--- config.mk ---
export PLATFORM = sky130hd
export DESIGN_NAME = dmem_arbiter
export DESIGN_NICKNAME = d
export VERILOG_FILES = /design/src/rtl/dmem_arbiter.sv
export SDC_FILE = /design/constraint.sdc
export NUM_CORES = 1
export LEC_CHECK = 0
export ABC_AREA = 1
export BUFFER_PORTS_ARGS = -buffer_cell sky130_fd_sc_hd__buf_2
export CORE_MARGIN = 2
export CORE_UTILIZATION = 50
export CTS_CLUSTER_DIAMETER = 100
export DETAILED_ROUTE_END_ITERATION = 10
export PLACE_DENSITY_LB_ADDON = 0.3
export SYNTH_ARGS = -nofsm -noshare
export SYNTH_HDL_FRONTEND = slang
export SYNTH_SLANG_ARGS = --single-unit
--- constraint.sdc ---
create_clock -name clk -period 14.1 [get_ports clk]
set_input_delay 3.525 -clock clk [delete_from_list [all_inputs] [get_ports clk]]
set_output_delay 3.525 -clock clk [all_outputs]
set_load 0.005 [all_outputs]
--- src/rtl/dmem_arbiter.sv ---
// Round-robin arbiter sharing one single-port data memory between the MEM stage (port 0) and the DMA/debug loader (port 1).
// Optional DMEM_ARB_PERF_EN adds 16-bit grant/conflict counters. Latency: ack two cycles after an uncontended req. A requester stalls until its ack arrives.
module dmem_arbiter #(
    parameter int ADDR_W = 32,
    parameter int DATA_W = 32
) (
    input  logic              clk,
    input  logic              rst,
    input  logic              p0_req,
    input  logic              p0_we,
    input  logic [ADDR_W-1:0] p0_addr,
    input  logic [DATA_W-1:0] p0_wdata,
    output logic              p0_ack,
    output logic [DATA_W-1:0] p0_rdata,
    input  logic              p1_req,
    input  logic              p1_we,
    input  logic [ADDR_W-1:0] p1_addr,
    input  logic [DATA_W-1:0] p1_wdata,
    output logic              p1_ack,
    output logic [DATA_W-1:0] p1_rdata,
    output logic [ADDR_W-1:0] mem_address,
    output logic [DATA_W-1:0] mem_writeData,
    output logic              mem_memWrite,
    output logic              mem_memRead,
    input  logic [DATA_W-1:0] mem_readData
`ifdef DMEM_ARB_PERF_EN
    ,
    output logic [15:0]       perf_grant0,
    output logic [15:0]       perf_grant1,
    output logic [15:0]       perf_conflict
`endif
);

    localparam logic [1:0] ST_IDLE  = 2'd0;
    localparam logic [1:0] ST_BUSY0 = 2'd1;
    localparam logic [1:0] ST_BUSY1 = 2'd2;

    logic [1:0]        state_q, state_d;
    logic              last_q, last_d;
    logic              cmd_we_q, cmd_we_d;
    logic [ADDR_W-1:0] cmd_addr_q, cmd_addr_d;
    logic [DATA_W-1:0] cmd_wdata_q, cmd_wdata_d;
    logic              p0_ack_q, p0_ack_d;
    logic              p1_ack_q, p1_ack_d;
    logic [DATA_W-1:0] p0_rdata_q, p0_rdata_d;
    logic [DATA_W-1:0] p1_rdata_q, p1_rdata_d;

    logic elig0, elig1;
    logic grant0, grant1;
    logic busy0, busy1;

    // A request seen while its own ack is high is the one just completed, not a new one.
    assign elig0 = p0_req & ~p0_ack_q;
    assign elig1 = p1_req & ~p1_ack_q;
    assign busy0 = (state_q == ST_BUSY0);
    assign busy1 = (state_q == ST_BUSY1);

    always_comb begin
        state_d     = state_q;
        last_d      = last_q;
        cmd_we_d    = cmd_we_q;
        cmd_addr_d  = cmd_addr_q;
        cmd_wdata_d = cmd_wdata_q;
        p0_ack_d    = 1'b0;
        p1_ack_d    = 1'b0;
        p0_rdata_d  = p0_rdata_q;
        p1_rdata_d  = p1_rdata_q;
        grant0      = 1'b0;
        grant1      = 1'b0;

        case (state_q)
            ST_IDLE: begin
                if (elig0 && (!elig1 || last_q)) begin
                    grant0 = 1'b1;
                end else if (elig1) begin
                    grant1 = 1'b1;
                end
            end
            ST_BUSY0: begin
                p0_ack_d = 1'b1;
                if (!cmd_we_q) begin
                    p0_rdata_d = mem_readData;
                end
                state_d = ST_IDLE;
                grant1  = elig1;
            end
            ST_BUSY1: begin
                p1_ack_d = 1'b1;
                if (!cmd_we_q) begin
                    p1_rdata_d = mem_readData;
                end
                state_d = ST_IDLE;
                grant0  = elig0;
            end
            default: begin
                state_d = ST_IDLE;
            end
        endcase

        if (grant0) begin
            cmd_we_d    = p0_we;
            cmd_addr_d  = p0_addr;
            cmd_wdata_d = p0_wdata;
            last_d      = 1'b0;
            state_d     = ST_BUSY0;
        end else if (grant1) begin
            cmd_we_d    = p1_we;
            cmd_addr_d  = p1_addr;
            cmd_wdata_d = p1_wdata;
            last_d      = 1'b1;
            state_d     = ST_BUSY1;
        end
    end

`ifdef DMEM_ARB_PERF_EN
    logic [15:0] perf_grant0_q, perf_grant0_d;
    logic [15:0] perf_grant1_q, perf_grant1_d;
    logic [15:0] perf_conflict_q, perf_conflict_d;
    logic        conflict;

    assign conflict = ((state_q == ST_IDLE) & elig0 & elig1) | (busy0 & elig1) | (busy1 & elig0);

    always_comb begin
        perf_grant0_d   = perf_grant0_q + {15'd0, grant0};
        perf_grant1_d   = perf_grant1_q + {15'd0, grant1};
        perf_conflict_d = perf_conflict_q + {15'd0, conflict};
    end

    always_ff @(posedge clk or posedge rst) begin
        if (rst) begin
            perf_grant0_q   <= '0;
            perf_grant1_q   <= '0;
            perf_conflict_q <= '0;
        end else begin
            perf_grant0_q   <= perf_grant0_d;
            perf_grant1_q   <= perf_grant1_d;
            perf_conflict_q <= perf_conflict_d;
        end
    end

    assign perf_grant0   = perf_grant0_q;
    assign perf_grant1   = perf_grant1_q;
    assign perf_conflict = perf_conflict_q;
`endif

    always_ff @(posedge clk or posedge rst) begin
        if (rst) begin
            state_q     <= ST_IDLE;
            last_q      <= 1'b1;
            cmd_we_q    <= 1'b0;
            cmd_addr_q  <= '0;
            cmd_wdata_q <= '0;
            p0_ack_q    <= 1'b0;
            p1_ack_q    <= 1'b0;
            p0_rdata_q  <= '0;
            p1_rdata_q  <= '0;
        end else begin
            state_q     <= state_d;
            last_q      <= last_d;
            cmd_we_q    <= cmd_we_d;
            cmd_addr_q  <= cmd_addr_d;
            cmd_wdata_q <= cmd_wdata_d;
            p0_ack_q    <= p0_ack_d;
            p1_ack_q    <= p1_ack_d;
            p0_rdata_q  <= p0_rdata_d;
            p1_rdata_q  <= p1_rdata_d;
        end
    end

    // Address/data follow the command registers so they hold their last value while idle.
    assign mem_address   = cmd_addr_q;
    assign mem_writeData = cmd_wdata_q;
    assign mem_memWrite  = (busy0 | busy1) & cmd_we_q;
    assign mem_memRead   = (busy0 | busy1) & ~cmd_we_q;

    assign p0_ack   = p0_ack_q;
    assign p1_ack   = p1_ack_q;
    assign p0_rdata = p0_rdata_q;
    assign p1_rdata = p1_rdata_q;

endmodule
==> results.json <==
{
  "whs_path_depth": 2,
  "dp_hpwl_mm": 12.18,
  "path_class": "reg2out",
  "io_buffers": 297,
  "start_util": 0.5163,
  "cp.required_ns": 10.57,
  "dp_cells": 1196,
  "synthAdderAreaFrac": 0.006002,
  "min_path_type": "reg2reg",
  "synth_top_family_by_area": "simple AND/OR/NAND/NOR gates",
  "wire_per_inst_um": 15.23,
  "synthToLayoutAreaGrowth_pct": 33.59,
  "power.switching_uw": 785.3,
  "design.final.nets": 1216,
  "hp-start": "p1_rdata[21]$_DFFE_PP0P_",
  "yosysWarnings": 0,
  "die_w_um": 115.8,
  "crit_arrival_ns": 1.42,
  "synth_area_per_cell_um2": 7.966,
  "cpMaxStageDelayCell": "dfrtp_1",
  "drtAntennaViolNets": 0,
  "min_period_ns": 4.948,
  "rr_startpoint": "state_q[0]$_DFFE_PP0P_",
  "power_frac_comb": 0.422,
  "synthCells": 785,
  "end_kind": "output port",
  "yosys.area_share.simple": 0.3281,
  "timing.rr.end": "mem_writeData[27]$_DFFE_PP0P_",
  "cts_resized": 0,
  "worst_pin_slew_ns": 1.254,
  "synth_fp_nets": 954,
  "placed_area_um2": 7720,
  "antenna_found_initial": 1,
  "worstSkewPairLatency_ns": 0.42,
  "critPathMaxFanout": 3,
  "swShare": 0.3935,
  "die_area_um2": 13420,
  "syn-cell-area_um2": 6253,
  "die_height_um": 115.8,
  "dr.pass1.iters": 6,
  "seq_area_frac_synth": 0.5364,
  "cts_tree": "built",
  "root_buffer": "clkbuf_16",
  "grt_setup_unrepaired": "false",
  "grt_pass1_wl_mm": 29.17,
  "hold_buffers": 0,
  "rrSetupSlack_ns": 11.78,
  "first_global_vias": 6000,
  "finalCritPeriodShare": 0.3509,
  "synth_seq_cells": 134,
  "drc": 0,
  "crit_path_max_incr_delay_ns": 0.37,
  "worstPathCellList": "inv_1 > ha_1 > inv_1 > nor2_1 > buf_2",
  "fillers": 1050,
  "fin_setup_tns_ns": 0,
  "clkTransAtPathRegs_ns": 0.06,
  "holdPathEnd": "p1_rdata[21]$_DFFE_PP0P_",
  "grt_max_degree": 76,
  "post_cts_buffers": 0,
  "synth-xor-area-share": 0,
  "drv_slew": 0,
  "crit_path_start_kind": "register",
  "muxShareOfSynthArea": 0,
  "fin_skew_ns": 0.004813,
  "gp_congestion": 0.8533,
  "status": "finished, final reports clean",
  "powerDensity_nw_per_um2": 238.9,
  "cap_violations": 0,
  "internal_power_mw": 1.210,
  "drive_above_1_share": 0.3292,
  "synth_compound_area_frac": 0.05282,
  "finalSetupViolations": 0,
  "cts_sinks": 134,
  "ys_types": 16,
  "rr_worst_depth": 8,
  "fin_cells": 1229,
  "ioPinCount": 298,
  "numCtsBuffers": 17,
  "h-tree-depth": 4,
  "grt_use_total": 0.2781,
  "clk_path_buf_depth": 2,
  "clkPwrFrac": 0.236,
  "max_slew_margin": 0.1611,
  "hold_viol": 0,
  "route.final.wire_length_mm": 18.72,
  "crit_start": "state_q[0]$_DFFE_PP0P_",
  "design_area_um2": 8354,
  "rows": 40,
  "cpMostUsedCell": "inv_1",
  "p_leak_nw": 4.892,
  "vias_per_cell": 5.130,
  "grt.overflow.total": 0,
  "drtIter0Drc": 619,
  "peakVddDrop_mv": 0.1290,
  "seq_power_share": 0.342,
  "vias": 6305,
  "core_um2": 12110,
  "fmax_ghz": 0.2021
}
[flip-flops by register name, indices dropped and copies added, names as in the netlist]
signal	count
mem_address	32
mem_writeData	32
p0_rdata	32
p1_rdata	32
state_q	2
cmd_we_q	1
last_q	1
p0_ack	1
p1_ack	1
[how the worst max path moves through the flow]
stage / slack, ns / end / cells past startpoint
after floorplan: 6.99 / cmd_we_q$_DFFE_PP0P_ / 1
after global placement: 8.86 / mem_writeData[18]$_DFFE_PP0P_ / 9
after global routing: 9.01 / mem_memRead / 5
after detailed placement: 8.82 / mem_writeData[27]$_DFFE_PP0P_ / 9
final: 9.15 / mem_memRead / 5
after CTS: 9.11 / mem_memRead / 5
[layout make-up]
| type | instances | area (um^2) | share of cell area |
|---|---|---|---|
| clock buffers | 20 | 456.7 | 0.05467 |
| diodes | 1 | 2.502 | 0.0002995 |
| flip-flops and latches | 134 | 3354 | 0.4015 |
| inverters | 45 | 173.9 | 0.02082 |
| repair buffers | 304 | 1539 | 0.1842 |
| clock inverters | 12 | 175.2 | 0.02097 |
| multi-input cells | 545 | 2442 | 0.2923 |
| well taps | 168 | 210.2 | 0.02516 |
[power by group through the flow]
stage,clock [mW],sequential [mW],combinational [mW]
4_1_cts,0.476,0.682,0.851
6_report,0.471,0.683,0.841
5_1_grt,0.495,0.705,0.962
3_5_place_dp,0,0.681,0.847
2_1_floorplan,0,0.695,0.508
3_3_place_gp,0,0.678,0.824
[cell usage in the layout, fill, tap and decap left out, drive strengths merged]
master    netlist  final
clkinv          0      4
bufinv          0      4
diode           0      1
nand3          70     70
nand2         338    338
buf            37    304
nor2            3      3
o21ai          66     66
dfrtp         133    133
dfstp           1      1
ha              3      3
nand4          65     65
clkbuf         24     20
inv            45     46
clkinvlp        0      3
[synthesized netlist by cell type, drive strengths merged]
cell / number / area share
dfrtp: 133 / 0.53
ha: 3 / 0.0060
nand2: 338 / 0.20
clkbuf: 24 / 0.014
o21ai: 66 / 0.053
inv: 45 / 0.027
nand3: 70 / 0.057
nor2: 3 / 0.0030
buf: 37 / 0.035
dfstp: 1 / 0.0042
nand4: 65 / 0.065
[kinds of logic after synthesis]
| group | count (synthesis) |
|---|---|
| buffers and inverters | 106 |
| flip-flops | 134 |
| adder cells (fa/ha/maj) | 3 |
| AND/OR/NAND/NOR | 476 |
| AO/OA/AOI/OAI | 66 |
[worst max-delay path: cells and delay by family (launching register included)]
family	cells	cell delay (ns)
adders and majority gates	1	0.30
DFF	1	0.37
and+or+nand+nor	1	0.08
buffers and inverters	3	0.25
[stage by stage]
stage	setup WS, ns	hold WS, ns	utilization	power, mW
final	9.152	0.4799	0.6898	1.995
after global routing	9.012	0.5026	0.6898	2.162
after CTS	9.110	0.4835	0.6896	2.009
after detailed placement	8.817	0.4676	0.6374	1.528
after global placement	8.859	0.4612	0.6374	1.502
after floorplan	6.994	0.4763	-	1.202
[metal layers]
layer / up-vias / share of wire / routed length (um) / track usage
li1: 3069 / - / - / -
met1: 2913 / 0.40 / 7522 / 0.3484
met2: 282 / 0.48 / 9004 / 0.4503
met3: 41 / 0.088 / 1655 / 0.08054
met4: 0 / 0.029 / 539 / 0.1254
met5: - / 0 / 0 / 0
No activity file was read; power rests on OpenSTA's default activity.
